==> src/rtl/gelato_warp_split_table.sv <==
// Per-warp divergence table: holds live {pc, thread_mask} splits, round-robins a runnable
// split to issue, applies pipeline PC updates, splits on divergence and merges on reconvergence.
module gelato_warp_split_table #(
   parameter int  NUM_ENTRIES = 4,
   parameter int  ADDR_WIDTH  = 32,
   parameter int  THREAD_NUM  = 32,
   localparam int SN_W        = $clog2(NUM_ENTRIES)
) (
   input  logic                  clk,
   input  logic                  rst_n,
   input  logic                  init_valid,
   input  logic [ADDR_WIDTH-1:0] init_pc,
   input  logic [THREAD_NUM-1:0] init_mask,
   output logic                  sel_valid,
   output logic [ADDR_WIDTH-1:0] sel_pc,
   output logic [SN_W-1:0]       sel_split_table_num,
   input  logic                  upd_valid,
   input  logic                  upd_stall,
   input  logic [ADDR_WIDTH-1:0] upd_pc,
   input  logic [SN_W-1:0]       upd_split_table_num,
   output logic [THREAD_NUM-1:0] upd_thread_mask,
   input  logic                  split_valid,
   input  logic [SN_W-1:0]       split_split_table_num,
   input  logic [THREAD_NUM-1:0] split_taken_mask,
   input  logic [ADDR_WIDTH-1:0] split_taken_pc,
   input  logic [ADDR_WIDTH-1:0] split_fall_pc,
   output logic                  split_ready,
   input  logic                  wb_valid,
   input  logic [SN_W-1:0]       wb_split_table_num,
   output logic                  warp_done,
   output logic                  overflow
);

   logic [NUM_ENTRIES-1:0] ent_vld;
   logic [NUM_ENTRIES-1:0] ent_stl;
   logic [ADDR_WIDTH-1:0]  ent_pc   [NUM_ENTRIES];
   logic [THREAD_NUM-1:0]  ent_mask [NUM_ENTRIES];

   logic [NUM_ENTRIES-1:0] nxt_vld;
   logic [NUM_ENTRIES-1:0] nxt_stl;
   logic [ADDR_WIDTH-1:0]  nxt_pc   [NUM_ENTRIES];
   logic [THREAD_NUM-1:0]  nxt_mask [NUM_ENTRIES];
   logic                   nxt_ovf;

   logic [NUM_ENTRIES-1:0] runnable;
   logic                   pick_vld;
   logic [SN_W-1:0]        pick_idx;
   logic                   free_found;
   logic [SN_W-1:0]        free_idx;

   logic [THREAD_NUM-1:0]  taken;
   logic                   split_hit;
   logic                   split_partial;
   logic                   split_alloc;
   logic                   split_ovf;
   logic                   upd_hit;
   logic [NUM_ENTRIES-1:0] touched;

   logic                   merge_found;
   logic [SN_W-1:0]        merge_lo;
   logic [SN_W-1:0]        merge_hi;

   assign runnable        = ent_vld & ~ent_stl;
   assign split_ready     = |(~ent_vld);
   assign warp_done       = ~|ent_vld;
   assign upd_thread_mask = ent_mask[upd_split_table_num];

   // Round-robin select: the registered index doubles as the rr pointer, scanned from rr+1
   always_comb begin
      pick_vld = 1'b0;
      pick_idx = sel_split_table_num;
      for (int k = 1; k <= NUM_ENTRIES; k++) begin
         if (!pick_vld && runnable[sel_split_table_num + SN_W'(k)]) begin
            pick_vld = 1'b1;
            pick_idx = sel_split_table_num + SN_W'(k);
         end
      end
   end

   always_comb begin
      free_found = 1'b0;
      free_idx   = '0;
      for (int i = 0; i < NUM_ENTRIES; i++) begin
         if (!free_found && !ent_vld[i]) begin
            free_found = 1'b1;
            free_idx   = SN_W'(i);
         end
      end
   end

   // Event decode; a split on the same entry swallows a concurrent update
   always_comb begin
      taken         = split_taken_mask & ent_mask[split_split_table_num];
      split_hit     = split_valid && ent_vld[split_split_table_num];
      split_partial = (taken != '0) && (taken != ent_mask[split_split_table_num]);
      split_alloc   = split_hit && split_partial && free_found;
      split_ovf     = split_hit && split_partial && !free_found;
      upd_hit       = upd_valid && ent_vld[upd_split_table_num] &&
                      !(split_hit && (upd_split_table_num == split_split_table_num));
      touched       = '0;
      if (split_hit)   touched[split_split_table_num] = 1'b1;
      if (split_alloc) touched[free_idx]              = 1'b1;
      if (upd_hit)     touched[upd_split_table_num]   = 1'b1;
   end

   always_comb begin
      merge_found = 1'b0;
      merge_lo    = '0;
      merge_hi    = '0;
      if (!init_valid) begin
         for (int i = 0; i < NUM_ENTRIES - 1; i++) begin
            for (int j = i + 1; j < NUM_ENTRIES; j++) begin
               if (!merge_found && runnable[i] && runnable[j] && !touched[i] && !touched[j] &&
                   (ent_pc[i] == ent_pc[j])) begin
                  merge_found = 1'b1;
                  merge_lo    = SN_W'(i);
                  merge_hi    = SN_W'(j);
               end
            end
         end
      end
   end

   // Writeback is applied before the update so a stalling update on the same entry wins
   always_comb begin
      nxt_vld  = ent_vld;
      nxt_stl  = ent_stl;
      nxt_pc   = ent_pc;
      nxt_mask = ent_mask;
      nxt_ovf  = overflow;
      if (init_valid) begin
         nxt_vld     = '0;
         nxt_stl     = '0;
         nxt_vld[0]  = 1'b1;
         nxt_pc[0]   = init_pc;
         nxt_mask[0] = init_mask;
         nxt_ovf     = 1'b0;
      end else begin
         if (wb_valid) nxt_stl[wb_split_table_num] = 1'b0;
         if (upd_hit) begin
            nxt_pc[upd_split_table_num]  = upd_pc;
            nxt_stl[upd_split_table_num] = upd_stall;
         end
         if (split_hit) begin
            if (taken == ent_mask[split_split_table_num] && taken != '0)
               nxt_pc[split_split_table_num] = split_taken_pc;
            else
               nxt_pc[split_split_table_num] = split_fall_pc;
         end
         if (split_alloc) begin
            nxt_mask[split_split_table_num] = ent_mask[split_split_table_num] & ~taken;
            nxt_vld[free_idx]  = 1'b1;
            nxt_stl[free_idx]  = 1'b0;
            nxt_pc[free_idx]   = split_taken_pc;
            nxt_mask[free_idx] = taken;
         end
         if (split_ovf) nxt_ovf = 1'b1;
         if (merge_found) begin
            nxt_mask[merge_lo] = ent_mask[merge_lo] | ent_mask[merge_hi];
            nxt_vld[merge_hi]  = 1'b0;
         end
      end
   end

   // Registered state boundary: control and select outputs reset, entry payload does not
   always_ff @(posedge clk or negedge rst_n) begin
      if (!rst_n) begin
         ent_vld             <= '0;
         ent_stl             <= '0;
         overflow            <= 1'b0;
         sel_valid           <= 1'b0;
         sel_pc              <= '0;
         sel_split_table_num <= '0;
      end else begin
         ent_vld   <= nxt_vld;
         ent_stl   <= nxt_stl;
         overflow  <= nxt_ovf;
         sel_valid <= pick_vld;
         if (pick_vld) begin
            sel_pc              <= ent_pc[pick_idx];
            sel_split_table_num <= pick_idx;
         end
      end
   end

   always_ff @(posedge clk) begin
      ent_pc   <= nxt_pc;
      ent_mask <= nxt_mask;
   end

endmodule

==> config.mk <==
export PLATFORM = sky130hd
export DESIGN_NAME = gelato_warp_split_table
export DESIGN_NICKNAME = d
export VERILOG_FILES = /design/src/rtl/gelato_warp_split_table.sv
export SDC_FILE = /design/constraint.sdc
export NUM_CORES = 2
export LEC_CHECK = 0
export CAP_MARGIN = 20
export CELL_PAD_IN_SITES_DETAIL_PLACEMENT = 1
export CELL_PAD_IN_SITES_GLOBAL_PLACEMENT = 2
export CORE_ASPECT_RATIO = 0.7
export CORE_MARGIN = 1.5
export CORE_UTILIZATION = 34
export DETAILED_ROUTE_END_ITERATION = 7
export GPL_ROUTABILITY_DRIVEN = 0
export PLACE_DENSITY = 0.84
export SLEW_MARGIN = 20
export SYNTH_ARGS = -nofsm -noshare
export SYNTH_HDL_FRONTEND = slang
export SYNTH_SLANG_ARGS = --single-unit
==> constraint.sdc <==
create_clock -name clk -period 6.5 [get_ports clk]
set_input_delay 0.975 -clock clk [delete_from_list [all_inputs] [get_ports clk]]
set_output_delay 0.975 -clock clk [all_outputs]
set_load 0.05 [all_outputs]
==> metrics <==
sequential area share after synthesis=0.335; CP Capture Type=flop; fin crit share=0.873; Avg Inst Size Synth=8.39 µm²; hold_buf cts=0; worst-margin pin slew=1.07 ns; setup TNS=0 ns; Die Area=73200 µm²; Clk pwr share=0.298; pwr dens=242 nW/µm²; Area Overhead vs Synth=18.7%; drt wl/cell=30.9 µm; Sw Share=0.389; # port buffers=~270; Leakage=10.3 nW; CP Data Required Time=6.87 ns; WP data arrival=6.05 ns; Cell Area, Placed=roughly 28000 µm²; commonest non-fill, non-tap cell in the layout=nand2_1; internal power=around 4.3 mW; max cap viols=0; num ports=275; Seq pwr share=0.371; R2R Path Start=ent_pc[23]; kind of critical path=input pin to flop; Gate Count Post-Synth=2902; Detailed Route Iter0 Violations=~3.8k; final setup vio count=0; CP Launch Type=input pin; reg2reg setup slack=between 1 and 1.5 ns; Root Driver=clkbuf_16; final WL=124000 µm; Hold Path Class=input pin to async pin; skew final=0.0259 ns; outcome=finished clean; commonest cells after routing, fill and taps aside=438 x nand2_1, 268 x clkdlybuf4s50_1, 235 x a21oi_1, 231 x nor2_1, 192 x edfxtp_1; Switching Power=2.72 mW; Die X-Extent=323 µm; hpwl dp=between 80000 and 90000 µm; minimum clock period=5.68 ns; Yosys cell types=96; global-route wire length before repair=179000 µm; post-CTS setup buffer count=0; Remaining Overflow, GRT=0; vias in the first global route=~26k; Via density=approximately 6.6; Post-synth EDFFs=192; Starting Density=0.346; initial antenna violation count=7; VDD IR max=approximately 0.16 mV; Clock Pin Slew Worst Setup and Hold Paths=0.07 ns; Max FO, Critical Path=31; global-route usage over all layers=0.331; fraction of layout cells with a size suffix above 1=0.121; clk sinks=300; fraction of registers with async set/reset=0.147; Die Y=227 µm; CTS tree=built; Fin. Hold Viols=0; max-slew violation count=0; Cell Area, Synth=24300 µm²; max frequency=0.176 GHz; via count=between 20k and 30k; total CTS buffers=37; relative slew slack=0.279; Final Power=7.00 mW; Residual DRC=0; TritonRoute pass-1 iters=6; syn_nets=3107; final instance area=28900 µm²; Row Count=81; CTS max path bufs=3; CTS resizes=0; core footprint=between 70000 and 80000 µm²; Reg2Reg Depth=11; largest net degree at the start of global routing=144; Max H-tree Level=2; reg2reg end=ent_mask[64]; Synth Warn #=0; Final #Nets=roughly 3.2k; unrepaired setup endpoints after global routing=false; combinational power share=0.331; FF+latch count, synth=300; FILL cells=a little over 8k; Main synth FF type=edfxtp_1; Worst-Skew Late Latency=0.57 ns; Antenna Violating Nets Remaining=0
## Yosys cell counts, types with 10 or more instances
cell type  number  share of area
dfrtp_1        44          0.045
buf_2          30         0.0062
and3_1         19         0.0049
clkbuf_1      168          0.026
a22o_1         51          0.018
a31oi_1        58          0.015
a22oi_1        17         0.0052
inv_1          50         0.0077
nand3_1        66          0.014
xnor2_1        90          0.032
nor3_1         71          0.015
nor4_1         50          0.013
mux2i_1        20         0.0082
buf_1          30         0.0046
buf_4          10         0.0031
a21oi_1       236          0.049
dfxtp_1        64          0.053
o21ai_0       157          0.032
nand4_1        43          0.011
o22ai_1       152          0.039
and2_1         14         0.0036
nand2_1       442          0.068
mux2_2        106          0.049
o2bb2ai_1      11         0.0040
edfxtp_1      192           0.24
nor2_1        235          0.036
nand2b_1       24         0.0062
o21ai_1        36         0.0074
buf_6          27          0.012
mux4_2         60          0.056
a21oi_2        16         0.0058
a211oi_1       37          0.011
xor2_1        103          0.037
a32o_1         24         0.0099
## worst max-delay path by stage
stage	from	to	slack, ns	cells past startpoint
5_1_grt	split_split_table_num[0]	ent_pc[22]	0.86	12
6_report	split_split_table_num[0]	ent_pc[22]	0.82	12
4_1_cts	split_split_table_num[0]	ent_pc[22]	1.17	12
3_5_place_dp	split_split_table_num[0]	ent_pc[22]	0.58	12
2_1_floorplan	init_valid	ent_mask[122]	2.29	4
3_3_place_gp	split_split_table_num[0]	ent_pc[22]	0.61	12
## layer usage
metal  GRT usage  up-vias  wire length (µm)
li1            -    11005                 -
met1       0.484    13317             54100
met2       0.459     1785             49600
met3      0.0946      320             15700
met4       0.108        8              4060
met5           0        -                78
## final cells by class
type,count,area (µm²),share of cell area
clock buffer,54,1080,0.0374
tap,954,1190,0.0413
sequential,300,8150,0.282
inverter,51,204,0.00705
multi-input combinational,2284,14800,0.513
timing repair buffer,347,3360,0.116
antenna,4,10.0,0.000346
clock inverter,14,73.8,0.00255
## logic make-up after synthesis
kind of cell	count (synthesis)	synth area share
and+or+nand+nor	1029	0.194
DFF	300	0.335
muxes	186	0.113
xor gates and xnor gates	193	0.0694
AOI/OAI and AO/OA	876	0.229
buffers and inverters	318	0.0605
## through the flow
| step | std cells | setup WS [ns] | util | hold slack (ns) |
|---|---|---|---|---|
| finish | 4008 | 0.824 | 0.411 | 0.444 |
| CTS | 4002 | 1.17 | 0.410 | 0.488 |
| global route | 4007 | 0.860 | 0.411 | 0.470 |
| detailed placement | 3934 | 0.576 | 0.394 | 0.475 |
| floorplan | 2902 | 2.29 | - | 0.531 |
| global placement | 3934 | 0.609 | 0.394 | 0.467 |
## power by group through the flow
stage	registers [mW]	clock network [mW]	logic, mW
3_3_place_gp	2.60	0	2.19
3_5_place_dp	2.61	0	2.25
2_1_floorplan	2.72	0	1.20
6_report	2.60	2.09	2.32
4_1_cts	2.58	2.10	2.26
5_1_grt	2.61	2.16	2.43
## sequential cells by signal, summed over array words and instances, names as in the netlist
| register | cells |
|---|---|
| sel_pc | 32 |
| sel_split_table_num | 2 |
| ent_stl | 4 |
| ent_vld | 4 |
| ent_mask | 128 |
| sel_valid | 1 |
| ent_pc | 128 |
| overflow | 1 |
## critical path, cell delays in order
cell and delay [ns]:
buf_2 0.58, buf_4 0.44, mux4_2 0.64, nand2b_1 0.24
o2111ai_1 0.18, nor4_1 0.39, nand4_1 0.39, nor2b_4 0.74
nand2b_1 0.22, buf_4 0.52, o22ai_1 0.34, a21oi_2 0.34
Power figures use the tool's default switching activity.
